### src/rtl/edge_detector_multi_if.sv
// Channel-side bundle of edge_detector_multi: control inputs and detector outputs.
// The bench or register bank drives the master modport; the detector owns the slave modport.
interface edge_detector_multi_if #(
    parameter int CH     = 4,
    parameter int FILT_W = 4,
    parameter int CNT_W  = 16
) ();
    logic                  enable;
    logic [CH-1:0]         din;
    logic [2*CH-1:0]       mode;
    logic [FILT_W-1:0]     filt_len;
    logic [CH-1:0]         clr;
    logic [CH-1:0]         dout;
    logic [CH-1:0]         level;
    logic [CH-1:0]         sticky;
    logic [CH*CNT_W-1:0]   count;

    modport master (
        output enable, din, mode, filt_len, clr,
        input  dout, level, sticky, count
    );

    modport slave (
        input  enable, din, mode, filt_len, clr,
        output dout, level, sticky, count
    );
endinterface

### src/rtl/edge_detector_multi.sv
// Multi-channel edge detector with a synchroniser chain, a glitch filter, edge
// selection, sticky flags and saturating event counters.
module edge_detector_multi #(
    parameter int CH     = 4,
    parameter int SYNC   = 2,
    parameter int FILT_W = 4,
    parameter int CNT_W  = 16
) (
    input  logic                 clk,
    input  logic                 rst,
    edge_detector_multi_if.slave bus
);
    logic [SYNC-1:0][CH-1:0]   sync_q;
    logic [CH-1:0]             s;
    logic [CH-1:0][FILT_W-1:0] fcnt_q, fcnt_d;
    logic [CH-1:0]             level_q, level_d;
    logic [CH-1:0]             ev;
    logic [CH-1:0]             hit;
    logic [CH-1:0]             dout_q;
    logic [CH-1:0]             sticky_q, sticky_d;
    logic [CH-1:0][CNT_W-1:0]  cnt_q, cnt_d;

    assign s = sync_q[SYNC-1];

    always_comb begin
        level_d  = level_q;
        fcnt_d   = '0;
        ev       = '0;
        hit      = '0;
        sticky_d = sticky_q;
        cnt_d    = cnt_q;
        for (int unsigned i = 0; i < CH; i++) begin
            // >= lets a lowered filter length release a change already pending
            if (s[i] != level_q[i]) begin
                if (fcnt_q[i] >= bus.filt_len) begin
                    level_d[i] = s[i];
                    ev[i]      = 1'b1;
                end else begin
                    fcnt_d[i] = fcnt_q[i] + FILT_W'(1);
                end
            end
            hit[i] = ev[i] & bus.enable &
                     ((bus.mode[2*i] & s[i]) | (bus.mode[2*i+1] & ~s[i]));
            sticky_d[i] = (sticky_q[i] & ~bus.clr[i]) | hit[i];
            if (bus.clr[i]) begin
                cnt_d[i] = hit[i] ? CNT_W'(1) : '0;
            end else if (hit[i] && (cnt_q[i] != '1)) begin
                cnt_d[i] = cnt_q[i] + CNT_W'(1);
            end
        end
    end

    always_ff @(posedge clk) begin
        if (rst) begin
            sync_q   <= '0;
            fcnt_q   <= '0;
            level_q  <= '0;
            dout_q   <= '0;
            sticky_q <= '0;
            cnt_q    <= '0;
        end else begin
            sync_q   <= {sync_q[SYNC-2:0], bus.din};
            fcnt_q   <= fcnt_d;
            level_q  <= level_d;
            dout_q   <= hit;
            sticky_q <= sticky_d;
            cnt_q    <= cnt_d;
        end
    end

    assign bus.dout   = dout_q;
    assign bus.level  = level_q;
    assign bus.sticky = sticky_q;
    assign bus.count  = cnt_q;
endmodule
### src/flat_wrapper.sv
// flat-port wrapper written by rule: the top's interface ports become plain ports
module edge_detector_multi_flat 
#(
    parameter int CH     = 4,
    parameter int SYNC   = 2,
    parameter int FILT_W = 4,
    parameter int CNT_W  = 16
)
  (clk, rst, bus_enable, bus_din, bus_mode, bus_filt_len, bus_clr, bus_dout, bus_level, bus_sticky, bus_count);
  edge_detector_multi_if #(.CH(CH), .FILT_W(FILT_W), .CNT_W(CNT_W)) bus_i ();
  input  logic clk;
  input  logic rst;
  input wire logic [$bits(bus_i.enable)-1:0] bus_enable;
  input wire logic [$bits(bus_i.din)-1:0] bus_din;
  input wire logic [$bits(bus_i.mode)-1:0] bus_mode;
  input wire logic [$bits(bus_i.filt_len)-1:0] bus_filt_len;
  input wire logic [$bits(bus_i.clr)-1:0] bus_clr;
  output wire logic [$bits(bus_i.dout)-1:0] bus_dout;
  output wire logic [$bits(bus_i.level)-1:0] bus_level;
  output wire logic [$bits(bus_i.sticky)-1:0] bus_sticky;
  output wire logic [$bits(bus_i.count)-1:0] bus_count;
  assign bus_i.enable = bus_enable;
  assign bus_i.din = bus_din;
  assign bus_i.mode = bus_mode;
  assign bus_i.filt_len = bus_filt_len;
  assign bus_i.clr = bus_clr;
  assign bus_dout = bus_i.dout;
  assign bus_level = bus_i.level;
  assign bus_sticky = bus_i.sticky;
  assign bus_count = bus_i.count;
  edge_detector_multi #(.CH(CH), .SYNC(SYNC), .FILT_W(FILT_W), .CNT_W(CNT_W)) u_core (.clk(clk), .rst(rst), .bus(bus_i));
endmodule
### config.mk
export PLATFORM = sky130hd
export DESIGN_NAME = edge_detector_multi_flat
export DESIGN_NICKNAME = d
export VERILOG_FILES = /design/src/rtl/edge_detector_multi_if.sv /design/src/rtl/edge_detector_multi.sv /design/src/flat_wrapper.sv
export SDC_FILE = /design/constraint.sdc
export NUM_CORES = 1
export LEC_CHECK = 0
export BUFFER_PORTS_ARGS = -buffer_cell sky130_fd_sc_hd__buf_2
export CAP_MARGIN = 20
export CORE_ASPECT_RATIO = 0.75
export CORE_MARGIN = 2
export CORE_UTILIZATION = 41
export CTS_BUF_LIST = sky130_fd_sc_hd__clkbuf_8
export DETAILED_ROUTE_END_ITERATION = 12
export GPL_ROUTABILITY_DRIVEN = 1
export PLACE_DENSITY = 0.63
export SLEW_MARGIN = 20
export SYNTH_ARGS = -nofsm -noshare
export SYNTH_HDL_FRONTEND = slang
export SYNTH_SLANG_ARGS = --single-unit
export TNS_END_PERCENT = 5
### constraint.sdc
create_clock -name clk -period 2.4 [get_ports clk]
set_input_delay 0.48 -clock clk [delete_from_list [all_inputs] [get_ports clk]]
set_output_delay 0.48 -clock clk [all_outputs]
set_load 0.05 [all_outputs]
==> results.py <==
metrics = {
    "route": {
        "num_vias": 4832,
        "postRouteAntennaNets": 0,
        "drt_iter0_drc": 236,
        "wl_met2_um": 5519,
        "maxUsedRoutingLayer": "met4",
        "routedWlPerCell_um": 14.53,
        "drcViolationCount": 0,
        "wl_met1_um": 5973,
        "met3_length_um": 788,
        "dr.pass1.iters": 5,
        "via_per_inst": 5.658,
        "wirelength_um": 12410,
    },
    "synthesis": {
        "async_flop_share": 0,
        "ys.flop_type": "dfxtp_1",
        "synth.largest_area_cell": "dfxtp_1",
        "synth.distinct_cells": 48,
        "synth_top_area_frac": 0.3964,
        "yosys_register_bits": 100,
        "synthesis.nets": 633,
        "avgSynthCellArea_um2": 8.617,
        "synth_cells": 586,
        "ys.warnings.count": 0,
        "synthTopCellsByArea": "dfxtp_1 (40%), ha_1 (5.9%), or4_1 (5.4%)",
        "ys_seq_area_frac": 0.3964,
        "synth_area_um2": 5050,
        "synth_edf_count": 0,
    },
    "critical_path": {
        "end_kind": "register",
        "cp_slowest_cell": "or4_1",
        "regToRegStartpoint": "u_core.fcnt_q[12]$_SDFF_PP0_",
        "cp-startpoint": "u_core.fcnt_q[12]$_SDFF_PP0_",
        "reg2reg_depth": 8,
        "worstPathRequired_ns": 2.70,
        "crit_arrival_ns": 2.56,
        "crit_chain": "inv_1, ha_1, nand2b_1, a2111oi_2, or3_1, buf_12, or4_1, a21oi_1",
        "criticalPathCategory": "reg -> reg",
        "critPathMaxStageDelay_ns": 0.49,
        "crit_family": "simple AND/OR/NAND/NOR gates",
        "r2r-end": "u_core.bus.count[55]$_SDFFE_PP0P_",
        "crit_path_start_kind": "register",
        "rrSetupSlack_ns": 0.14,
        "path_buf_inv": 2,
        "cp.depth": 8,
        "crit_fanout": 20,
        "endpoint": "u_core.bus.count[55]$_SDFFE_PP0P_",
    },
    "clock_tree": {
        "clockBufferDepth": 2,
        "clk_pin_slew_ns": 0.10,
        "cts_hold_buf": 0,
        "insertion_delay_ns": 0.37,
        "tritoncts": "built",
        "cts_resized": 0,
        "cts_root_buf": "clkbuf_8",
        "clock-sinks": 100,
        "cts_htree_levels": 3,
        "cts_setup_buffers": 0,
        "cts_made_buffers": 9,
    },
    "layout": {
        "n_fill_cell": 1157,
        "drive_gt1_frac": 0.2020,
        "final_cell_mix": "dfxtp_1 (100), buf_2 (98), a21oi_1 (51)",
        "antenna_cells": 0,
        "final_util": 0.4939,
        "nets": 730,
        "final_common_cell": "dfxtp_1",
        "areaGrowthSynthToFinish_pct": 18.63,
    },
    "global_routing": {
        "grt_pass1_vias": 4290,
        "gr-total-overflow": 0,
        "groute.usage.overall": 0.1882,
        "antenna_found_initial": 0,
        "grt_max_degree": 31,
        "grt_pass1_wl_um": 20520,
    },
    "placed_design": {
        "gp_congestion": 0.8058,
        "dpl_worst_slack_ns": -0.02057,
        "dp_hpwl_um": 8896,
        "buffer_ports.inserted": 98,
    },
    "power": {
        "total_leakage_power_nw": 2.318,
        "finalPower_mw": 2.936,
        "powerDensity_nw_per_um2": 490.2,
        "peakVddDrop_uv": 253.3,
    },
    "floorplanning": {
        "die_y_um": 100.1,
        "core_um2": 12130,
        "die_w_um": 132.2,
        "start_util": 0.4163,
        "rows": 35,
        "die_area_um2": 13230,
        "ioPinCount": 99,
    },
    "sta": {
        "fmax_mhz": 441.5,
        "fin_crit_ns": 2.265,
        "finalMaxSlewViolations": 0,
        "hold_viol": 0,
        "rsz0062_at_grt": "no",
        "setup_ws_ns": 0.1351,
        "skew_ns": 0.01082,
        "finalSetupViolCount": 0,
        "slew_headroom": 0.5889,
        "fin_tns_setup_ns": 0,
        "tightest_slew_ns": 0.6166,
        "min_period_over_period": 0.9437,
    },
    "hold_path": {
        "hold_class": "in -> reg",
    },
    "status": {
        "outcome": "finished, final reports clean",
    },
    "job": {
        "maxCapViolCount": 0,
    },
}
## worst reg2reg max path, delay by kind of cell, from the launching register on
kind / cells / cell delay [ns]
AOI/OAI and AO/OA: 2 / 0.27
adders and majority gates: 1 / 0.26
buffers and inverters: 2 / 0.24
DFF: 1 / 0.39
and+or+nand+nor: 3 / 1.03
## logic make-up (layout without fill, tap and decap cells)
kind of cell	Yosys count	in the layout	synth area share
compound gates	132	132	0.1734
xor+xnor	12	12	0.02081
fa+ha+maj	24	24	0.05947
buf+inv	48	150	0.04014
flops	100	100	0.3964
mux	10	10	0.01982
simple gates	260	260	0.2899
## per-layer routing
metal	vias to the layer above	GRT usage
met5	-	0
met4	0	0.05351
met3	14	0.05152
met2	148	0.3021
met1	2262	0.2505
li1	2408	-
## worst min path at each step
stage / from / endpoint / cells past startpoint
floorplan: u_core.sync_q[0]$_SDFF_PP0_ / u_core.s[0]$_SDFF_PP0_ / 1
global placement: u_core.sync_q[0]$_SDFF_PP0_ / u_core.s[0]$_SDFF_PP0_ / 1
detailed placement: u_core.sync_q[2]$_SDFF_PP0_ / u_core.s[2]$_SDFF_PP0_ / 1
CTS: bus_din[2] / u_core.sync_q[2]$_SDFF_PP0_ / 2
global route: bus_din[0] / u_core.sync_q[0]$_SDFF_PP0_ / 2
finish: bus_din[2] / u_core.sync_q[2]$_SDFF_PP0_ / 2
## area by class of cell
type / instances / area [um2] / share of cell area
clock buffer: 11 / 151.4 / 0.02527
clock inverter: 5 / 52.55 / 0.008772
inverter: 21 / 78.83 / 0.01316
multi-input combinational: 438 / 2845 / 0.4749
sequential: 100 / 2002 / 0.3342
tap: 166 / 207.7 / 0.03467
timing repair buffer: 113 / 653.1 / 0.1090
## flip-flops by register name (all words and copies together), names as in the netlist
register,cells
u_core.bus.count,64
u_core.bus.sticky,4
u_core.bus.dout,4
u_core.s,4
u_core.sync_q,4
u_core.bus.level,4
u_core.fcnt_q,16
## synthesized netlist by cell type (all sizes together), types with 2 or more instances
library cell	instances
buf	13
mux2i	10
o21bai	3
nand2b	7
inv	21
clkbuf	14
nand2	40
o31ai	34
o21ai	14
a21oi	51
nor2b	10
or2	6
xnor2	8
nor3	4
and4	8
dfxtp	100
o311ai	3
nor2	41
xor2	4
or3	16
nand3	35
a21o	4
nor4	10
and3b	2
a21boi	3
a2111o	4
and2	7
or4	36
nand3b	7
o41ai	4
and3	8
o21a	2
nand4	22
ha	24
a31o	4
## power by group
group	switching (mW)	internal, mW	total [mW]
registers	0.00751	1.67	1.68
clock network	0.589	0.533	1.12
logic	0.0820	0.0576	0.140
total	0.679	2.26	2.94
## per-stage QoR
stage | hold WS, ns | instances | area, um2
2_1_floorplan | 0.4138 | 586 | 5050
3_3_place_gp | 0.4182 | 838 | 5787
3_5_place_dp | 0.4231 | 838 | 5787
4_1_cts | 0.2846 | 854 | 5991
5_1_grt | 0.3085 | 854 | 5991
6_report | 0.3082 | 854 | 5991
No activity file was read; power rests on OpenSTA's default activity.
